`src/rtl/cache_sim_pkg.sv`:
```
// Shared encodings and geometry for the trace-driven direct-mapped cache controller.
package cache_sim_pkg;

  localparam int OFFSET_W      = 4;
  localparam int INDEX_W       = 4;
  localparam int TAG_W         = 24;
  localparam int ADDR_W        = 32;
  localparam int CNT_W         = 16;
  localparam int DEF_MISS_LAT  = 4;
  localparam int DEF_TRACE_LEN = 10;

  typedef enum logic [2:0] {
    ST_IDLE   = 3'd0,
    ST_REQ    = 3'd1,
    ST_WAIT   = 3'd2,
    ST_LOOKUP = 3'd3,
    ST_MISS   = 3'd4,
    ST_DONE   = 3'd5
  } state_e;

  function automatic logic [CNT_W-1:0] sat_inc(input logic [CNT_W-1:0] v);
    return (v == {CNT_W{1'b1}}) ? v : v + 1'b1;
  endfunction

endpackage

```
`src/rtl/cache_tag_array.sv`:
```
// Valid/tag store for a direct-mapped cache: combinational read, clocked write and clear-all.
module cache_tag_array
  import cache_sim_pkg::*;
#(
  parameter int NUM_LINES = 16,
  localparam int LINE_W = $clog2(NUM_LINES)
) (
  input  logic              clk,
  input  logic              clr_i,
  input  logic              we_i,
  input  logic [LINE_W-1:0] waddr_i,
  input  logic [TAG_W-1:0]  wtag_i,
  input  logic [LINE_W-1:0] raddr_i,
  output logic              rvalid_o,
  output logic [TAG_W-1:0]  rtag_o
);

  logic [NUM_LINES-1:0] valid_q;
  logic [TAG_W-1:0]     tag_q [NUM_LINES];

  // Clear wins over a same-cycle write so a fresh run never sees stale lines.
  always_ff @(posedge clk) begin
    if (clr_i) begin
      valid_q <= '0;
    end else if (we_i) begin
      valid_q[waddr_i] <= 1'b1;
    end
  end

  always_ff @(posedge clk) begin
    if (we_i) begin
      tag_q[waddr_i] <= wtag_i;
    end
  end

  assign rvalid_o = valid_q[raddr_i];
  assign rtag_o   = tag_q[raddr_i];

endmodule

```
`src/rtl/trace_cache_ctrl.sv`:
```
// Replays TRACE_LEN trace addresses through a direct-mapped tag store, counting hits and misses.
//   state  | meaning
//   IDLE   | after reset, waiting for start
//   REQ    | pulse updated to ask the source for the next address
//   WAIT   | hold until trace_ready, capture mem_addr
//   LOOKUP | compare tag, count hit or miss, fill line on miss
//   MISS   | stall MISS_LAT cycles
//   DONE   | run complete, done held until next start
module trace_cache_ctrl
  import cache_sim_pkg::*;
#(
  parameter int TRACE_LEN = DEF_TRACE_LEN,
  parameter int MISS_LAT  = DEF_MISS_LAT,
  parameter int NUM_LINES = 16
) (
  input  logic              clk,
  input  logic              reset,
  input  logic              start,
  input  logic              trace_ready,
  input  logic [ADDR_W-1:0] mem_addr,
  output logic              updated,
  output logic              busy,
  output logic              done,
  output logic [CNT_W-1:0]  hit_count,
  output logic [CNT_W-1:0]  miss_count
);

  localparam int LINE_W = $clog2(NUM_LINES);
  localparam int BLK_W  = ADDR_W - OFFSET_W;

  state_e             state_q, state_d;
  logic [BLK_W-1:0]   addr_q, addr_d;
  logic [CNT_W-1:0]   acc_q, acc_d;
  logic [CNT_W-1:0]   hit_q, hit_d;
  logic [CNT_W-1:0]   miss_q, miss_d;
  logic [3:0]         stall_q, stall_d;

  logic               start_acc;
  logic               hit;
  logic               rvalid;
  logic [TAG_W-1:0]   rtag;
  logic [LINE_W-1:0]  line_idx;
  logic [TAG_W-1:0]   addr_tag;
  logic [CNT_W-1:0]   acc_next;
  logic               unused_offset;

  // Byte offset within a line never affects lookup.
  assign unused_offset = ^mem_addr[OFFSET_W-1:0];

  assign line_idx  = addr_q[LINE_W-1:0];
  assign addr_tag  = addr_q[BLK_W-1 -: TAG_W];
  assign hit       = rvalid && (rtag == addr_tag);
  assign acc_next  = acc_q + 1'b1;
  assign start_acc = start && ((state_q == ST_IDLE) || (state_q == ST_DONE));

  cache_tag_array #(
    .NUM_LINES (NUM_LINES)
  ) u_tags (
    .clk      (clk),
    .clr_i    (reset || start_acc),
    .we_i     ((state_q == ST_LOOKUP) && !hit),
    .waddr_i  (line_idx),
    .wtag_i   (addr_tag),
    .raddr_i  (line_idx),
    .rvalid_o (rvalid),
    .rtag_o   (rtag)
  );

  always_ff @(posedge clk) begin
    if (reset) begin
      state_q <= ST_IDLE;
    end else begin
      state_q <= state_d;
    end
  end

  always_comb begin
    state_d = state_q;
    case (state_q)
      ST_IDLE, ST_DONE: if (start) state_d = ST_REQ;
      ST_REQ:           state_d = ST_WAIT;
      ST_WAIT:          if (trace_ready) state_d = ST_LOOKUP;
      ST_LOOKUP: begin
        if (!hit)                            state_d = ST_MISS;
        else if (acc_next == CNT_W'(TRACE_LEN)) state_d = ST_DONE;
        else                                 state_d = ST_REQ;
      end
      ST_MISS: begin
        if (stall_q == 4'd0) begin
          state_d = (acc_q == CNT_W'(TRACE_LEN)) ? ST_DONE : ST_REQ;
        end
      end
      default:          state_d = ST_IDLE;
    endcase
  end

  always_comb begin
    updated = (state_q == ST_REQ);
    busy    = (state_q == ST_REQ) || (state_q == ST_WAIT) ||
              (state_q == ST_LOOKUP) || (state_q == ST_MISS);
    done    = (state_q == ST_DONE);
  end

  always_comb begin
    addr_d  = addr_q;
    acc_d   = acc_q;
    hit_d   = hit_q;
    miss_d  = miss_q;
    stall_d = stall_q;
    if (start_acc) begin
      acc_d  = '0;
      hit_d  = '0;
      miss_d = '0;
    end
    case (state_q)
      ST_WAIT: if (trace_ready) addr_d = mem_addr[ADDR_W-1:OFFSET_W];
      ST_LOOKUP: begin
        acc_d   = acc_next;
        stall_d = 4'(MISS_LAT - 1);
        if (hit) hit_d  = sat_inc(hit_q);
        else     miss_d = sat_inc(miss_q);
      end
      ST_MISS: if (stall_q != 4'd0) stall_d = stall_q - 4'd1;
      default: ;
    endcase
  end

  always_ff @(posedge clk) begin
    if (reset) begin
      addr_q  <= '0;
      acc_q   <= '0;
      hit_q   <= '0;
      miss_q  <= '0;
      stall_q <= '0;
    end else begin
      addr_q  <= addr_d;
      acc_q   <= acc_d;
      hit_q   <= hit_d;
      miss_q  <= miss_d;
      stall_q <= stall_d;
    end
  end

  assign hit_count  = hit_q;
  assign miss_count = miss_q;

endmodule

```
`config.mk`:
```
export PLATFORM = sky130hd
export DESIGN_NAME = trace_cache_ctrl
export DESIGN_NICKNAME = d
export VERILOG_FILES = /design/src/rtl/cache_sim_pkg.sv /design/src/rtl/cache_tag_array.sv /design/src/rtl/trace_cache_ctrl.sv
export SDC_FILE = /design/constraint.sdc
export NUM_CORES = 1
export LEC_CHECK = 0
export BUFFER_PORTS_ARGS = -buffer_cell sky130_fd_sc_hd__buf_2
export CAP_MARGIN = 20
export CORE_MARGIN = 2
export CORE_UTILIZATION = 37
export DETAILED_ROUTE_END_ITERATION = 12
export HOLD_SLACK_MARGIN = 0.06
export PLACE_DENSITY = 0.51
export SETUP_SLACK_MARGIN = 0.5
export SKIP_CTS_REPAIR_TIMING = 1
export SYNTH_ARGS = -nofsm -noshare
export SYNTH_HDL_FRONTEND = slang
export SYNTH_SLANG_ARGS = --single-unit
```
`constraint.sdc`:
```
create_clock -name clk -period 14.9 [get_ports clk]
set_input_delay 0 -clock clk [delete_from_list [all_inputs] [get_ports clk]]
set_output_delay 0 -clock clk [all_outputs]
set_load 0.05 [all_outputs]
```
### Word level (Yosys, flattened, before mapping)

Memory sizes are Yosys's and may differ from the RTL's. A register that Yosys moved wholly into a read port is not among the register bits.
Cells that the tools add are included.

* register bits after elaboration: 99
* latch bits: 0
* memory bits (writable): 384
* bits in read-only memories: 0
* bits of input ports: 36
* output and inout bits: 35
* word-level logic and storage cells: 77
* memories kept: 1

Memories
* u_tags.tag_q: words 16, width 24, rd ports 1, clocked after Yosys merged registers in 1, write ports 1, line cache_tag_array.sv:19 `logic [TAG_W-1:0] tag_q [NUM_LINES];`

* add/subtract/negate cells: 4
* multiply operators: 0
* div/mod/pow operators: 0
* magnitude comparators: 2
* eq/ne operators: 16
* shift operators: 0
* multiplexer cells: 27
* bitwise operators: 1
* reduce and logical (&&, ||, !) cells: 19

Operator list (number)
* 16-bit 2-to-1 mux: 10
* 16-bit by 1-bit adder with 16-bit output (second input constant): 3
* 16-bit equality test (second input constant): 2
* 16-bit by 4-bit equality test with 1-bit output (second input constant): 2
* 24-bit equality test: 1
* 3-bit 2-to-1 mux: 6
* 16-bit bitwise OR: 1
* 3-bit one-hot mux with 5 select lines: 1
* 4-bit 2-to-1 mux: 3
* 4-bit one-hot mux with 2 select lines: 1
* 3-bit by 2-bit equality test with 1-bit output (second input constant): 2
* 3-bit equality test (second input constant): 2
* 2-bit != test (second input constant): 3
* 3-bit != test (second input constant): 2
* 1-bit logical OR: 5
* 4-bit by 5-bit < comparator with 1-bit output (second input constant): 1
* 1-bit binary-select mux with 4-bit select: 1
* 1-bit demux with 4-bit select: 1
* 4-bit by 1-bit >= comparator with 1-bit output (second input constant): 1
* 1-bit logical AND: 4
* 4-bit zero test: 1
* 1-bit 2-to-1 mux: 4
* 2-bit AND reduction: 2
* 2-bit nonzero test: 2
* 8 further kinds: 8

### Longest topological paths before layout

* word-level depth: 7
* gate-level depth with buffers: 15
* mapped depth without buffers: 10

### By module

A second synthesis with hierarchy kept.

* cell total of the unflattened synthesis: 1231
* area total of the unflattened synthesis: 19523.7 um2

By module, submodules not included
* cache_tag_array: times used 1, cells an instance 678, area each 15100.7 um2, sequential area each 11851.4 um2
* trace_cache_ctrl: times used 1, cells an instance 553, area each 4423.0 um2, sequential area each 1661.6 um2

### Least setup slack after synthesis

No wires, ideal clock.

* path kind: reg-to-reg
* from: register (tool-made name)
* to: memory u_tags.tag_q[2][0] (enable)
* setup time: 0.466 ns
* arrival time: 4.754 ns
* required time: 14.434 ns
* slack: 9.680 ns
* cell stages (with the launch flop): 11
* buffers on the path: 2
* clock period less this slack: 5.220 ns
* cell sequence: dfxtp_1 > buf_4 > mux4_2 > mux4_2 > xnor2_1 > o2111ai_1 > nor4_2 > nand3_1 > buf_2 > nand3_1 > nor4_1

RTL lines (line)
* to (decl): cache_tag_array.sv:19

==> summary.md <==
| Metric | Value |
|---|---|
| Outcome | `completed` |
| Root Buffer Master | `clkbuf_16` |
| HP Class | `in -> reg` |
| CP Cell Sequence | `buf_4, buf_4, mux4_2, and4_1, a2111oi_0, nand3_1, nand4_1, nor4_2, nand3_1, buf_4, nand2_1, nor4_2, buf_4` |
| Asr flop ratio synth | `0%` |
| First-pass GRT wire length | `77500 um` |
| Largest net degree at the start of global routing | `61` |
| Std cell rows | `86` |
| Die area | `57000 um2` |
| CP max FO | `52` |
| Cts bufs inserted | `52` |
| Buf/Inv on CP | `4` |
| M1 wire length | `23700 um` |
| Yosys top cell by area | `edfxtp_1` |
| Top cells by area, synth | `edfxtp_1 57%, dfxtp_1 10%, mux4_2 9.3%` |
| CP max stage delay | `920 ps` |
| CP endpoint kind | `flop` |
| CP Launch Type | `flop` |
| RSZ-0062 raised after global routing | `false` |
| P per Cell Area | `127 nW/um2` |
| Crit path time final | `6220 ps` |
| Pre-Repair DR Iteration Count | `7` |
| Final Cycle Share | `41.7%` |
| Chip width | `239 um` |
| CP most frequent cell | `buf_4` |
| Synthesized cell area | `20400 um2` |
| Critical path type | `reg -> reg` |
| Clock Skew | `31.2 ps` |
| Hold_ws | `19.5 ps` |
| Post-synthesis sequential area ratio | `66.7%` |
| Setup TNS | `0 ps` |
| Top layer in use | `met4` |
| Number of port buffers | `66` |
| Worst skew pair latency | `610 ps` |
| Syn_area_per_cell | `14.9 um2` |
| GP Congestion | `0.773` |
| Ys Warns | `0` |
| GR Util All Layers | `18.2%` |
| CTS Sinks | `487` |
| Setup violators final | `0` |
| TritonCTS clock tree | `yes` |
| Crit path DAT | `6460 ps` |
| Worst path top cell family by delay | `simple AND/OR/NAND/NOR gates` |
| Final WL | `51200 um` |
| Initial drt markers | `868` |
| # IOs | `71` |
| Share of post-route cells with drive strength above 1 | `19.4%` |
| Fin. max-slew vios | `0` |
| Yosys reg bits | `487` |
| Final Hold Viols | `0` |
| Post-synth top area share | `56.6%` |
| Vias | `12200` |
| Area growth from synthesis to layout | `15.2%` |
| GRT Residual Overflow | `0` |
| Clock transition at the registers of the reported paths | `60 ps` |
| Count of different cell masters after synthesis | `67` |
| Dpl hpwl | `28000 um` |
| Slew @ Worst Pin | `1080 ps` |
| Final layout net count | `1498` |
| Maxcap violations | `0` |
| Antenna cells | `0` |
| Initial antenna violation count | `0` |
| Slowest CP cell | `nor4_2` |
| Peak supply drop | `0.0875 mV` |
| Length of routed met3 wiring | `2450 um` |
| Starting density of the core | `37.2%` |
| Slew HR | `28.0%` |
| Leak pwr | `8.05 nW` |
| Syn Inst Count | `1366` |
| DR WL met2 | `24100 um` |
| Syn Nets | `1409` |
| Ys flop type | `edfxtp_1` |
| Critical Path RT | `15150 ps` |
| EDFF count, synth | `384` |
| Core area | `54800 um2` |
| Drc violations | `0` |
| Maximum clock frequency | `161 MHz` |
| Vias in the first global route | `12400` |
| Die H | `239 um` |
| H-tree levels | `2` |
| Post-route ant nets | `0` |
| Clk buf depth | `3` |
| Routed len/inst | `23.2 um` |
| Post-DR vias/cell | `5.53` |
path summary, 6_finish.rpt:
path / startpoint / endpoint / slack [ps] / cells after the start
worst min register to register: u_tags.valid_q[13] / u_tags.valid_q[13] / 470 / 2
worst min-delay path: trace_ready / addr_q[21] / 20 / 4
worst max-delay path: flop / u_tags.tag_q[4][8] / 8680 / 13
worst max register to register: flop / u_tags.tag_q[4][8] / 8680 / 13
Yosys cell counts, drive strengths merged (16+ instances only):
| cell | count |
|---|---|
| edfxtp | 384 |
| nand2 | 111 |
| dfxtp | 103 |
| mux4 | 84 |
| nor2 | 68 |
| mux2i | 64 |
| a21oi | 56 |
| clkbuf | 47 |
| buf | 42 |
| nor3 | 34 |
| nand3 | 32 |
| xnor2 | 27 |
| o21ai | 26 |
| and3 | 24 |
| nor4 | 24 |
| nand4 | 22 |
| a31oi | 19 |
| inv | 16 |
logic make-up after synthesis:
group | after synthesis | share of synthesized area [%]
AOI/OAI and AO/OA | 200 | 6.74
DFF | 487 | 66.7
muxes | 153 | 12.7
buffers and inverters | 105 | 2.51
and+or+nand+nor | 376 | 9.28
adders and majority gates | 7 | 0.430
xor gates and xnor gates | 38 | 1.63
routing by layer:
layer	GRT usage, %	vias up
met5	0	-
met4	4.75	0
met3	3.01	72
met2	29.5	268
met1	25.4	6271
li1	-	5561
cell usage in the layout (no fill, tap or decap), drive strengths merged, types with 16 or more instances in the layout:
master       instances
inv                 16
mux4                84
clkinv              21
and3                24
nor3                34
xnor2               27
clkbuf              72
buf                 95
nand3               32
o21ai               26
dfxtp              103
a21oi               56
edfxtp             384
dlygate4sd3         29
nor4                24
mux2i               64
nand2              111
nor2                68
nand4               22
a31oi               19
power by group:
| part | internal [mW] | switching (mW) |
|---|---|---|
| sequential | 1.48 | 0.0331 |
| clock | 0.749 | 0.535 |
| combinational | 0.0742 | 0.114 |
worst min-delay path, delay by kind of cell:
family | cells | cell delay, ps
AND/OR/NAND/NOR | 2 | 330
buffers and inverters | 1 | 120
AO/OA/AOI/OAI | 1 | 130
registers in the layout, summed over array words and instances (netlist names), named ones only:
signal and cells:
miss_count 16, state_q 3, hit_count 16, acc_q 16
u_tags.tag_q 384, u_tags.valid_q 16, stall_q 4, addr_q 28
through the flow:
stage	util [%]	power (mW)	instance area [um2]	worst slack (ps)	std cells
final	42.8	2.98	23500	8680	2203
after global routing	42.8	3.08	23500	8260	2203
after CTS	42.3	3.01	23200	8570	2173
after detailed placement	39.2	1.72	21500	8490	2075
after global placement	39.2	1.72	21500	8520	2075
after floorplan	-	1.66	20400	9680	1366
layout make-up:
type	count	area (um2)
clock buffers	72	1450
clock inverters	26	258
fillers	4956	31300
inverters	16	60.1
multi-input cells	774	6370
flip-flops and latches	487	13600
well taps	704	881
repair buffers	124	851
(Power assumes the default switching activity.)
